--- config.mk ---
export PLATFORM = sky130hd
export DESIGN_NAME = uart_cmd_ctrl
export DESIGN_NICKNAME = d
export VERILOG_FILES = /design/src/rtl/uart_cmd_ctrl.sv
export SDC_FILE = /design/constraint.sdc
export NUM_CORES = 1
export LEC_CHECK = 0
export BUFFER_PORTS_ARGS = -buffer_cell sky130_fd_sc_hd__clkbuf_2
export CAP_MARGIN = 20
export CORE_MARGIN = 3
export CORE_UTILIZATION = 38
export DETAILED_ROUTE_END_ITERATION = 10
export SETUP_SLACK_MARGIN = 0.2
export SYNTH_ARGS = -nofsm -noshare
export SYNTH_HDL_FRONTEND = slang
export SYNTH_SLANG_ARGS = --single-unit
--- constraint.sdc ---
create_clock -name clk_i -period 7.7 [get_ports clk_i]
set_input_delay 0.385 -clock clk_i [delete_from_list [all_inputs] [get_ports clk_i]]
set_output_delay 0.385 -clock clk_i [all_outputs]
set_load 0.02 [all_outputs]
--- src/rtl/uart_cmd_ctrl.sv ---
// UART command frame decoder: SYNC, ADDR, DATA, CHK -> single-cycle register write.
// CHK is the modulo-256 sum of ADDR and DATA. Bad checksums and inter-byte timeouts
// raise a one-cycle error pulse and bump a saturating error counter.
module uart_cmd_ctrl #(
  parameter logic [7:0]  SYNC_BYTE    = 8'hA5,
  parameter int unsigned TIMEOUT_CLKS = 21700
) (
  input  logic       clk_i,
  input  logic       rst_i,
  input  logic       rx_dv_i,
  input  logic [7:0] rx_byte_i,
  output logic       wr_en_o,
  output logic [7:0] wr_addr_o,
  output logic [7:0] wr_data_o,
  output logic       frame_ok_o,
  output logic       frame_err_o,
  output logic       busy_o,
  output logic [7:0] err_count_o
);

  localparam int unsigned TmoW = $clog2(TIMEOUT_CLKS + 1);
  localparam logic [TmoW-1:0] TmoLast = TmoW'(TIMEOUT_CLKS - 1);

  typedef enum logic [2:0] {
    StIdle,
    StGetAddr,
    StGetData,
    StGetChk,
    StCommit
  } state_e;

  state_e          state_q;
  logic [7:0]      addr_q;
  logic [7:0]      data_q;
  logic [TmoW-1:0] tmo_q;
  logic            wr_en_q;
  logic [7:0]      wr_addr_q;
  logic [7:0]      wr_data_q;
  logic            frame_ok_q;
  logic            frame_err_q;
  logic            busy_q;
  logic [7:0]      err_count_q;

  logic [7:0]      chk_d;
  logic [7:0]      err_count_d;

  // Expected checksum and saturated error count, used by the FSM below.
  always_comb begin
    chk_d       = addr_q + data_q;
    err_count_d = (err_count_q == 8'hFF) ? err_count_q : err_count_q + 8'd1;
  end

  // Frame FSM with registered outputs; busy/strobes are set alongside the next state.
  always_ff @(posedge clk_i) begin
    if (rst_i) begin
      state_q     <= StIdle;
      addr_q      <= '0;
      data_q      <= '0;
      tmo_q       <= '0;
      wr_en_q     <= 1'b0;
      wr_addr_q   <= '0;
      wr_data_q   <= '0;
      frame_ok_q  <= 1'b0;
      frame_err_q <= 1'b0;
      busy_q      <= 1'b0;
      err_count_q <= '0;
    end else begin
      wr_en_q     <= 1'b0;
      frame_ok_q  <= 1'b0;
      frame_err_q <= 1'b0;
      unique case (state_q)
        // COMMIT accepts a new SYNC exactly like IDLE so back-to-back frames lose nothing.
        StIdle, StCommit: begin
          if (rx_dv_i && (rx_byte_i == SYNC_BYTE)) begin
            state_q <= StGetAddr;
            busy_q  <= 1'b1;
            tmo_q   <= '0;
          end else begin
            state_q <= StIdle;
            busy_q  <= 1'b0;
          end
        end
        StGetAddr, StGetData, StGetChk: begin
          // A byte arriving on the last timeout cycle wins over the timeout.
          if (rx_dv_i) begin
            tmo_q <= '0;
            if (state_q == StGetAddr) begin
              addr_q  <= rx_byte_i;
              state_q <= StGetData;
            end else if (state_q == StGetData) begin
              data_q  <= rx_byte_i;
              state_q <= StGetChk;
            end else if (rx_byte_i == chk_d) begin
              state_q    <= StCommit;
              busy_q     <= 1'b0;
              wr_en_q    <= 1'b1;
              frame_ok_q <= 1'b1;
              wr_addr_q  <= addr_q;
              wr_data_q  <= data_q;
            end else begin
              state_q     <= StIdle;
              busy_q      <= 1'b0;
              frame_err_q <= 1'b1;
              err_count_q <= err_count_d;
            end
          end else if (tmo_q == TmoLast) begin
            state_q     <= StIdle;
            busy_q      <= 1'b0;
            tmo_q       <= '0;
            frame_err_q <= 1'b1;
            err_count_q <= err_count_d;
          end else begin
            tmo_q <= tmo_q + 1'b1;
          end
        end
        default: begin
          state_q <= StIdle;
          busy_q  <= 1'b0;
        end
      endcase
    end
  end

  assign wr_en_o     = wr_en_q;
  assign wr_addr_o   = wr_addr_q;
  assign wr_data_o   = wr_data_q;
  assign frame_ok_o  = frame_ok_q;
  assign frame_err_o = frame_err_q;
  assign busy_o      = busy_q;
  assign err_count_o = err_count_q;

endmodule
==> run summary <==
================================================================================
Yosys cell types ..................................................           47
Setup TNS after final layout ......................................         0 ns
Family with the most delay on the worst path ...................... compound AO/OA/AOI/OAI gates
Most frequent cell on the critical path ........................... sky130_fd_sc_hd__xnor2_1
Final slew viol count .............................................            0
WL/cell ...........................................................      13.7 um
Worst r2r dst ..................................................... err_count_o[1]
Routability-driven placement congestion ratio .....................        0.863
Number of cells on the worst reg-to-reg path ......................            9
Initial cell density of the core ..................................        0.398
Worst flop-to-flop path startpoint ................................    addr_q[0]
Class of the worst hold path ...................................... primary input to flop
Number of instances in the placed design ..........................          449
Row count .........................................................           31
Result of the run ................................................. finished clean
Pin count of the biggest net entering global routing ..............           55
Number of cells traversed by the worst hold path ..................            3
Antenna violations before repair ..................................            0
Transition time at the pin with the least slew margin .............     0.951 ns
Number of global-route vias before repair .........................         2319
RSZ-0062 raised after global routing ..............................           no
Height of the chip ................................................      93.6 um
Sequential share of the synthesized area ..........................        0.419
Register bit count reported by yosys ..............................           61
Final standard cell count with taps included and fillers excluded .          466
Time the worst path needs with I/O delays and setup ...............      3.08 ns
Maximum single-stage delay on the critical path ...................      0.83 ns
Post-placement setup slack ........................................      4.64 ns
Synth-to-layout area growth .......................................        16.8%
Total power draw ..................................................     0.628 mW
GR Util All Layers ................................................        0.159
Number of hold buffers added after cts ............................            0
Power density cells ...............................................  184 nW/um^2
Class of the most critical setup path ............................. flop to flop
Post-CTS setup buffers ............................................            0
Ant. Diodes .......................................................            0
Buf/Inv on CP .....................................................            0
Required time of the critical path ................................      7.90 ns
Hpwl dp ...........................................................      4.49 mm
Routed Antenna Nets ...............................................            0
Clock Path Buffers ................................................            2
Number of iterations in the first detailed-routing pass ...........            4
Wire length of the first global-routing pass ......................      11.0 mm
Largest fanout on the critical path ...............................           14
Crit. path cell count .............................................            9
Worst EP arrival ..................................................      3.28 ns
Overall overflow remaining after global route .....................            0
Core region area ..................................................   7330 sq um
Number of nets at the end of the flow .............................          383
Violation count after the first detailed-routing iteration ........           88
Upper clock frequency limit .......................................    0.324 GHz
Post-Synthesis Net Count ..........................................          346
Ratio of routed vias to standard cells ............................         5.14
Full die area .....................................................   8760 sq um
Final wirelength ..................................................      6.40 mm
DIE WIDTH .........................................................      93.6 um
Clock tree from TritonCTS .........................................        built
Number of buffers added by the clock tree synthesis step ..........            9
Cell breakdown of the critical path ............................... ha_1 -> fa_1 -> xnor2_1 -> xnor2_1 -> nor4_2 -> nand4_1 -> o31ai_2 -> mux2i_1 -> nor2_1
Port-buffer cells .................................................           38
# IOs .............................................................           39
CTS-repair resized insts ..........................................            0
Max IR drop VDD ...................................................    0.0914 mV
Clock sink count ..................................................           61
Clock root buffer ................................................. sky130_fd_sc_hd__clkbuf_8
Relative slew slack ...............................................        0.362
Share of the clock period used by the worst path after layout .....        0.400
Fraction of final layout cells with drive strength greater than 1 .        0.166
Leakage Power .....................................................      1.28 nW
Start point of the worst min-delay path ........................... rx_byte_i[0]
Setup crit start kind .............................................         flop
Clk pin slew, worst setup/hold paths ..............................      0.07 ns
Gate count after technology mapping ...............................          325
# setup viols final ...............................................            0
Syn_area_per_cell .................................................   8.97 sq um
Hold-critical path endpoint .......................................    data_q[0]
Cell with the biggest individual delay on the critical path ....... sky130_fd_sc_hd__o31ai_2
Kind of end point of the critical path ............................         flop
Reg-to-reg setup timing slack .....................................      4.62 ns
Final count of hold timing violations .............................            0
Final Skew ........................................................   0.00835 ns
Later-pin clock latency in the skew report ........................      0.33 ns
Via count .........................................................         2397
Warning count from the yosys run ..................................            0
Count of unresolved DRC violations after routing ..................            0
Total number of H-tree levels .....................................            3
Worst-case setup margin in the final layout .......................      4.62 ns
Number of max-capacitance violations reported .....................            0
Total standard cell area after synthesis ..........................   2920 sq um
================================================================================
==> power breakdown <==
part / total [mW] / internal, mW / switching (mW)
clock: 0.293 / 0.176 / 0.117
sequential: 0.316 / 0.316 / 0.0000510
combinational: 0.0196 / 0.00703 / 0.0126
total: 0.628 / 0.498 / 0.130
==> routing by layer <==
layer / routed length (um) / track usage
met1: 2920 / 0.192
met2: 3040 / 0.264
met3: 367 / 0.0555
met4: 76 / 0.0517
met5: 0 / 0
==> worst register-to-register path, delay by kind of cell, from the launching register on <==
family          cells  cell delay [ns]
flops               1             0.33
mux                 1             0.28
fa+ha+maj           2             0.68
simple gates        3             0.52
xor+xnor            2             0.31
compound gates      1             0.83
==> worst max path at each step <==
stage	start	end
finish	addr_q[0]	err_count_o[1]
global route	addr_q[0]	err_count_o[1]
CTS	addr_q[0]	err_count_o[1]
detailed placement	addr_q[0]	err_count_o[1]
global placement	addr_q[0]	err_count_o[1]
floorplan	addr_q[0]	wr_addr_o[3]
==> area by class of cell <==
type                            instances  area, sq um
Clock buffer                           13          169
Clock inverter                          3         42.5
Fill cell                             740         3930
Inverter                                2         7.51
Multi-Input combinational cell        247         1610
Sequential cell                        61         1220
Tap cell                               99          124
Timing Repair Buffer                   41          233
==> state kept, by name, summed over array words and instances, names as in the netlist <==
signal       count
frame_ok_o       1
busy_o           1
data_q           8
frame_err_o      1
wr_addr_o        8
addr_q           8
wr_data_o        8
state_q          3
tmo_q           15
err_count_o      8
==> cells in the final DEF, fill, tap and decap left out, types with 5 or more instances in the layout <==
master	n
sky130_fd_sc_hd__nand4_1	6
sky130_fd_sc_hd__nor3_1	5
sky130_fd_sc_hd__nand2_1	30
sky130_fd_sc_hd__and2_1	5
sky130_fd_sc_hd__o21ai_0	7
sky130_fd_sc_hd__mux2i_1	25
sky130_fd_sc_hd__xor2_1	11
sky130_fd_sc_hd__nand3_1	13
sky130_fd_sc_hd__a21oi_1	25
sky130_fd_sc_hd__ha_1	9
sky130_fd_sc_hd__nor2_1	48
sky130_fd_sc_hd__dfxtp_1	61
sky130_fd_sc_hd__clkbuf_8	12
sky130_fd_sc_hd__xnor2_1	12
sky130_fd_sc_hd__clkbuf_2	38
==> stage by stage <==
step	area [sq um]	hold slack, ns	util
3_5_place_dp	3170	0.476	0.432
5_1_grt	3410	0.327	0.465
2_1_floorplan	2920	0.453	-
3_3_place_gp	3170	0.467	0.432
4_1_cts	3380	0.310	0.461
6_report	3410	0.340	0.465
==> cell usage after synthesis (all sizes together) <==
library cell	number	area share
a31oi	1	0.0021
nor2	48	0.062
nor3	5	0.0086
xnor2	12	0.036
a311oi	2	0.0060
nor4	6	0.017
a22oi	2	0.0051
and3b	1	0.0030
and2	5	0.011
or4	2	0.0051
inv	2	0.0026
nand4	6	0.013
clkbuf	10	0.013
nor4bb	4	0.014
a211oi	2	0.0069
and4	1	0.0030
a21o	3	0.0077
or3	3	0.0064
nand4bb	1	0.0039
mux2i	25	0.086
or2	1	0.0021
o21ba	2	0.0069
dfxtp	61	0.42
a41oi	2	0.0060
o21ai	9	0.015
fa	1	0.0069
nor3b	2	0.0051
ha	9	0.039
o31ai	2	0.0069
a31o	1	0.0030
nand4b	1	0.0030
o21bai	2	0.0051
buf	5	0.017
o31a	2	0.0060
a21oi	25	0.043
and3	2	0.0043
nand3	13	0.022
nand2	30	0.039
nor2b	3	0.0064
xor2	11	0.033
==> cells by family after synthesis <==
logic type,synth area share
AO/OA/AOI/OAI,0.120
XOR/XNOR,0.0691
adder cells (fa/ha/maj),0.0455
buffers and inverters,0.0326
flip-flops,0.419
multiplexers,0.0858
AND/OR/NAND/NOR,0.228
Note: power is estimated with default switching activity, not from simulation.
